**config.mk**
```make
export PLATFORM = sky130hd
export DESIGN_NAME = max_pool_2x2
export DESIGN_NICKNAME = d
export VERILOG_FILES = /design/src/rtl/max_pool_2x2_pkg.sv /design/src/rtl/pool_line_buf.sv /design/src/rtl/max_pool_2x2.sv
export SDC_FILE = /design/constraint.sdc
export NUM_CORES = 2
export LEC_CHECK = 0
export BUFFER_PORTS_ARGS = -buffer_cell sky130_fd_sc_hd__buf_2
export CAP_MARGIN = 20
export CORE_MARGIN = 10
export CORE_UTILIZATION = 47
export DETAILED_ROUTE_END_ITERATION = 10
export PLACE_DENSITY_LB_ADDON = 0.25
export REMOVE_ABC_BUFFERS = 1
export SLEW_MARGIN = 20
export SYNTH_ARGS = -nofsm -noshare
export SYNTH_HDL_FRONTEND = slang
export SYNTH_SLANG_ARGS = --single-unit
```
**constraint.sdc**
```tcl
create_clock -name clk -period 27.5 [get_ports clk]
set_input_delay 5.5 -clock clk [delete_from_list [all_inputs] [get_ports clk]]
set_output_delay 5.5 -clock clk [all_outputs]
set_load 0.01 [all_outputs]
```
**src/rtl/max_pool_2x2_pkg.sv**
```systemverilog
// max_pool_2x2_pkg: shared CNN-core defaults for the pooling stage and a width helper
package max_pool_2x2_pkg;
  localparam int MP_CO = 3;
  localparam int MP_AB_BW = 32;
  localparam int MP_IW = 28;
  localparam int MP_IH = 28;
  localparam int MP_POOL_OW = MP_IW / 2;
  localparam int MP_POOL_OH = MP_IH / 2;
  // At least one bit, so degenerate 2-wide maps still get a real counter/address.
  function automatic int clog2_min1(input int n);
    return (n > 2) ? $clog2(n) : 1;
  endfunction
endpackage

```
**src/rtl/pool_line_buf.sv**
```systemverilog
// pool_line_buf: half-row line buffer holding even-row horizontal maxima, combinational read
module pool_line_buf #(
  parameter int DEPTH = 14,
  parameter int W = 96,
  parameter int AW = 4
) (
  input  logic          clk,
  input  logic          we,
  input  logic [AW-1:0] waddr,
  input  logic [W-1:0]  wdata,
  input  logic [AW-1:0] raddr,
  output logic [W-1:0]  rdata
);
  logic [W-1:0] mem [DEPTH];
  always_ff @(posedge clk) begin
    if (we) mem[waddr] <= wdata;
  end
  assign rdata = mem[raddr];
endmodule

```
**src/rtl/max_pool_2x2.sv**
```systemverilog
// max_pool_2x2: 2x2 stride-2 signed max pooling over a raster-order multi-channel stream
module max_pool_2x2
  import max_pool_2x2_pkg::*;
#(
  parameter int CO = MP_CO,
  parameter int AB_BW = MP_AB_BW,
  parameter int IW = MP_IW,
  parameter int IH = MP_IH
) (
  input  logic                clk,
  input  logic                reset_n,
  input  logic                relu_valid,
  input  logic [CO*AB_BW-1:0] x,
  output logic                pool_valid,
  output logic [CO*AB_BW-1:0] out,
  output logic                frame_done
);
  localparam int POOL_OW = IW / 2;
  localparam int POOL_OH = IH / 2;
  localparam int COL_BW = clog2_min1(IW);
  localparam int ROW_BW = clog2_min1(IH);
  localparam int LB_AW = clog2_min1(POOL_OW);
  if ((IW % 2) != 0 || (IH % 2) != 0) begin : g_bad_dims
    $error("max_pool_2x2: IW and IH must both be even");
  end
  logic [COL_BW-1:0]     col_q, col_d;
  logic [ROW_BW-1:0]     row_q, row_d;
  logic                  pool_valid_q, pool_valid_d;
  logic                  frame_done_q, frame_done_d;
  logic                  emit, lb_we;
  logic [LB_AW-1:0]      lb_addr;
  logic [CO*AB_BW-1:0]   lb_wdata, lb_rdata;
  always_comb begin
    emit = relu_valid && col_q[0] && row_q[0];
    lb_we = relu_valid && col_q[0] && !row_q[0];
    lb_addr = LB_AW'(col_q >> 1);
    col_d = !relu_valid ? col_q : (col_q == COL_BW'(IW - 1)) ? '0 : col_q + 1'b1;
    row_d = !(relu_valid && col_q == COL_BW'(IW - 1)) ? row_q :
            (row_q == ROW_BW'(IH - 1)) ? '0 : row_q + 1'b1;
    pool_valid_d = emit;
    frame_done_d = emit && ((col_q >> 1) == COL_BW'(POOL_OW - 1)) &&
                   ((row_q >> 1) == ROW_BW'(POOL_OH - 1));
  end
  always_ff @(posedge clk or negedge reset_n) begin
    if (!reset_n) begin
      col_q <= '0;
      row_q <= '0;
      pool_valid_q <= 1'b0;
      frame_done_q <= 1'b0;
    end else begin
      col_q <= col_d;
      row_q <= row_d;
      pool_valid_q <= pool_valid_d;
      frame_done_q <= frame_done_d;
    end
  end
  for (genvar c = 0; c < CO; c++) begin : g_ch
    logic signed [AB_BW-1:0] x_c, lb_c, hmax, vmax;
    logic signed [AB_BW-1:0] hold_q, hold_d, out_q, out_d;
    always_comb begin
      x_c = $signed(x[c*AB_BW +: AB_BW]);
      lb_c = $signed(lb_rdata[c*AB_BW +: AB_BW]);
      hmax = (hold_q > x_c) ? hold_q : x_c;
      vmax = (lb_c > hmax) ? lb_c : hmax;
      hold_d = (relu_valid && !col_q[0]) ? x_c : hold_q;
      out_d = emit ? vmax : out_q;
    end
    always_ff @(posedge clk or negedge reset_n) begin
      if (!reset_n) begin
        hold_q <= '0;
        out_q <= '0;
      end else begin
        hold_q <= hold_d;
        out_q <= out_d;
      end
    end
    assign lb_wdata[c*AB_BW +: AB_BW] = hmax;
    assign out[c*AB_BW +: AB_BW] = out_q;
  end
  pool_line_buf #(.DEPTH(POOL_OW), .W(CO*AB_BW), .AW(LB_AW)) u_line_buf (
    .clk  (clk),
    .we   (lb_we),
    .waddr(lb_addr),
    .wdata(lb_wdata),
    .raddr(lb_addr),
    .rdata(lb_rdata)
  );
  assign pool_valid = pool_valid_q;
  assign frame_done = frame_done_q;
endmodule
```
==> out/metrics.csv <==
stage,metric,value,unit
status,run status,"complete, no violations",
floorplan,initial core utilization,47.3,%
grt,largest net degree at the start of global routing,132,
cells_and_area,most frequent cells in the layout,"edfxtp_1, mux4_2, inv_1",
cells_and_area,"commonest non-fill, non-tap cell in the layout",edfxtp_1,
power_and_ir_drop,worst vdd ir,0.0717,mV
cts,Num Clock Sinks,1548,
setup_path,worst path required time,28.12,ns
floorplan,Die W,397,µm
cells_and_area,FILL cells,11300,
timing,Fin Clk Skew,0.0249,ns
place,Placed Instance Area,70100,µm²
synthesis,number of enable flip-flop cells after synthesis,1344,
routing,WL/cell,26.2,µm
grt,GRT Util Overall,20.2,%
timing,Max Clock Freq,0.0884,GHz
grt,gr ovfl total,0,
setup_path,CP Depth,21,
cts,post-CTS setup buffers,0,
place,RD Place Congestion,0.796,
routing,residual DRC count,0,
setup_path,CP arrival,11.92,ns
timing,RSZ-0062 raised after global routing,no,
timing,final setup TNS,0,ns
worst_hold_path,Worst Hold Launch,g_ch[1].out_q[17],
grt,vias in the first global route,37500,
cells_and_area,Layout Nets,4391,
routing,drt first pass iters,5,
synthesis,top_reg_cell synth,edfxtp_1,
synthesis,Synth async-reset ratio,13.2,%
timing,endpoints failing setup,0,
grt,first-pass GRT wire length,242000,µm
power_and_ir_drop,leakage,26.6,nW
setup_path,CP Launch Point,x[63],
synthesis,register bit total from synthesis,1548,
floorplan,Die Height,397,µm
setup_path,max incr delay on CP,0.81,ns
place,port bufs,196,
cts,CTS clock-pin slew for the worst setup and hold paths,0.06,ns
setup_path,Top delay family on crit path,compound AO/OA/AOI/OAI gates,
cts,# resized after CTS,0,
cts,clk root buf,clkbuf_16,
setup_path,CP Cell Sequence,"buf_2, inv_1, ha_1, nand4_1, nor2_1, a221o_1, a211oi_1, a32oi_1, mux2i_4, buf_4, mux2i_1, ha_1, nand4_1, a2111o_1, o211ai_1, a211oi_1, a211oi_4, buf_4, nand2b_1, buf_4, o211ai_1",
setup_path,Critical Path Fanout Max,32,
power_and_ir_drop,power density over the cells,106,nW/µm²
setup_path,slowest cell on the critical path,a211oi_1,
setup_path,CP startpoint kind,input pin,
synthesis,netlist area before placement,67000,µm²
cts,worst-case clock buffer depth,3,
cts,CTS tree,done,
setup_path,Worst Path Buf+Inv,5,
power_and_ir_drop,Tot Pwr,8.03,mW
cells_and_area,area delta synth->final,12.7,%
floorplan,Rows,138,
worst_hold_path,hold path depth,2,
cells_and_area,final instance area,75500,µm²
synthesis,register area share after synthesis,67.9,%
setup_path,CP Class,in -> reg,
floorplan,DIE AREA,158000,µm²
routing,Final ANT Viol Nets,0,
cts,# H-tree levels,4,
setup_path,CP Capture Type,register,
routing,Vias,36100,
routing,Detailed Route WL,160000,µm
routing,DRT iter0 DRCs,2952,
timing,worst-margin pin slew,1.13,ns
worst_hold_path,HP Class,reg -> reg,
setup_path,Reg2Reg Depth,15,
synthesis,Ys Warns,0,
floorplan,core area,142000,µm²
cts,Worst-Skew Late Latency,0.78,ns
setup_path,launch point of the worst reg-to-reg path,col_q[1],
synthesis,Synth Instances,3880,
cts,"Hold-fix buffers, CTS",0,
timing,worst rel slew slack,24.8,%
cells_and_area,ratio of cells with drive above 1 in the final layout,25.0,%
grt,initial antenna violation count,8,
cts,TritonCTS Buffers,163,
synthesis,syn_area_per_cell,17.3,µm²
timing,final slew viol count,0,
setup_path,"Top cell by count, worst path",buf_4,
run,Max Cap Violations,0,
timing,Tcrit/Tclk final,41.1,%
place,Final HPWL DP,90500,µm
routing,DR vias/cell,5.90,
timing,Final Hold Viols,0,
timing,Period minus WS final,11.31,ns
floorplan,I/O pin count,197,
synthesis,post-synth cell types,72,
## logic make-up (layout without fill, tap and decap cells)
kind of cell             after synthesis  in the layout  synth area share [%]
XOR/XNOR                               1              1                0.0131
AND/OR/NAND/NOR                      543            543                  3.78
multiplexers                         519            519                  14.4
AO/OA/AOI/OAI                        628            628                  7.43
adder cells (fa/ha/maj)              194            194                  3.63
flip-flops                          1548           1548                  67.9
other                                  0              2                     0
buffers and inverters                447            797                  2.82
## cell usage after synthesis, types with 7 or more instances
| cell type | n | area (µm²) |
|---|---|---|
| buf_2 | 33 | 165 |
| a211oi_1 | 7 | 52.6 |
| nor2_1 | 95 | 357 |
| nor2b_1 | 8 | 50.1 |
| mux4_2 | 350 | 7880 |
| mux2i_1 | 102 | 1020 |
| clkbuf_1 | 115 | 432 |
| a21o_1 | 26 | 195 |
| nand2_1 | 234 | 878 |
| nor3_1 | 11 | 55.1 |
| inv_1 | 235 | 882 |
| a21oi_1 | 172 | 861 |
| o221ai_2 | 30 | 450 |
| o221ai_4 | 30 | 788 |
| a221oi_2 | 32 | 480 |
| buf_4 | 15 | 113 |
| dfrtp_1 | 204 | 5100 |
| buf_1 | 37 | 139 |
| o211ai_1 | 71 | 533 |
| o21ai_0 | 151 | 756 |
| or2_1 | 30 | 188 |
| nand4_1 | 38 | 238 |
| nand3_1 | 56 | 280 |
| ha_1 | 194 | 2430 |
| nor4_1 | 42 | 263 |
| o22ai_1 | 31 | 194 |
| edfxtp_1 | 1344 | 40400 |
| mux2_2 | 67 | 754 |
| o21a_1 | 36 | 270 |
## registers in the layout (all words and copies together) (netlist names)
name,cells
pool_valid,1
g_ch.hold_q,96
row_q,5
col_q,5
frame_done,1
u_line_buf.mem,1344
g_ch.out_q,96
## per-layer routing
metal  wire, µm  global-route usage, %
met5         34                      0
met4       3790                   5.68
met3       9310                   3.54
met2      79300                   33.5
met1      68000                   27.3
## metrics by stage
stage	util, %	hold slack, ns	instances	setup WS, ns
after floorplan	-	0.472	3669	5.92
after global placement	49.5	0.479	5822	15.62
after detailed placement	49.5	0.491	5822	15.51
after global routing	53.3	0.539	6121	15.81
final	53.3	0.501	6122	16.19
after CTS	53.3	0.506	6119	16.30
## final timing paths
path	slack, ns	endpoint
worst min-delay path	0.50	g_ch[1].out_q[17]
max in group asynchronous	21.42	g_ch[1].out_q[21]
worst max-delay path	16.19	g_ch[1].out_q[2]
worst max register to register	19.84	g_ch[0].out_q[13]
min in group asynchronous	4.77	g_ch[0].hold_q[13]
worst min register to register	0.50	g_ch[1].out_q[17]
## worst min-delay path, cell delays in order, from the launching register on
cell	delay [ns]
dfrtp_1	0.34
nand2_1	0.05
o211ai_1	0.08
## cell type report
class	instances	area (µm²)	share of cell area, %
Antenna cell	2	5.00	0.00663
Clock buffer	207	4450	5.90
Clock inverter	90	895	1.19
Timing Repair Buffer	264	1580	2.09
Sequential cell	1548	45500	60.3
Multi-Input combinational cell	1885	19800	26.2
Inverter	236	888	1.18
Tap cell	1890	2360	3.13
## report_power, final
| group | internal, mW | switching, mW |
|---|---|---|
| Clock | 1.28 | 0.911 |
| Sequential | 3.01 | 0.166 |
| Combinational | 1.07 | 1.59 |
| Total | 5.36 | 2.67 |
Note: power is estimated with default switching activity, not from simulation.
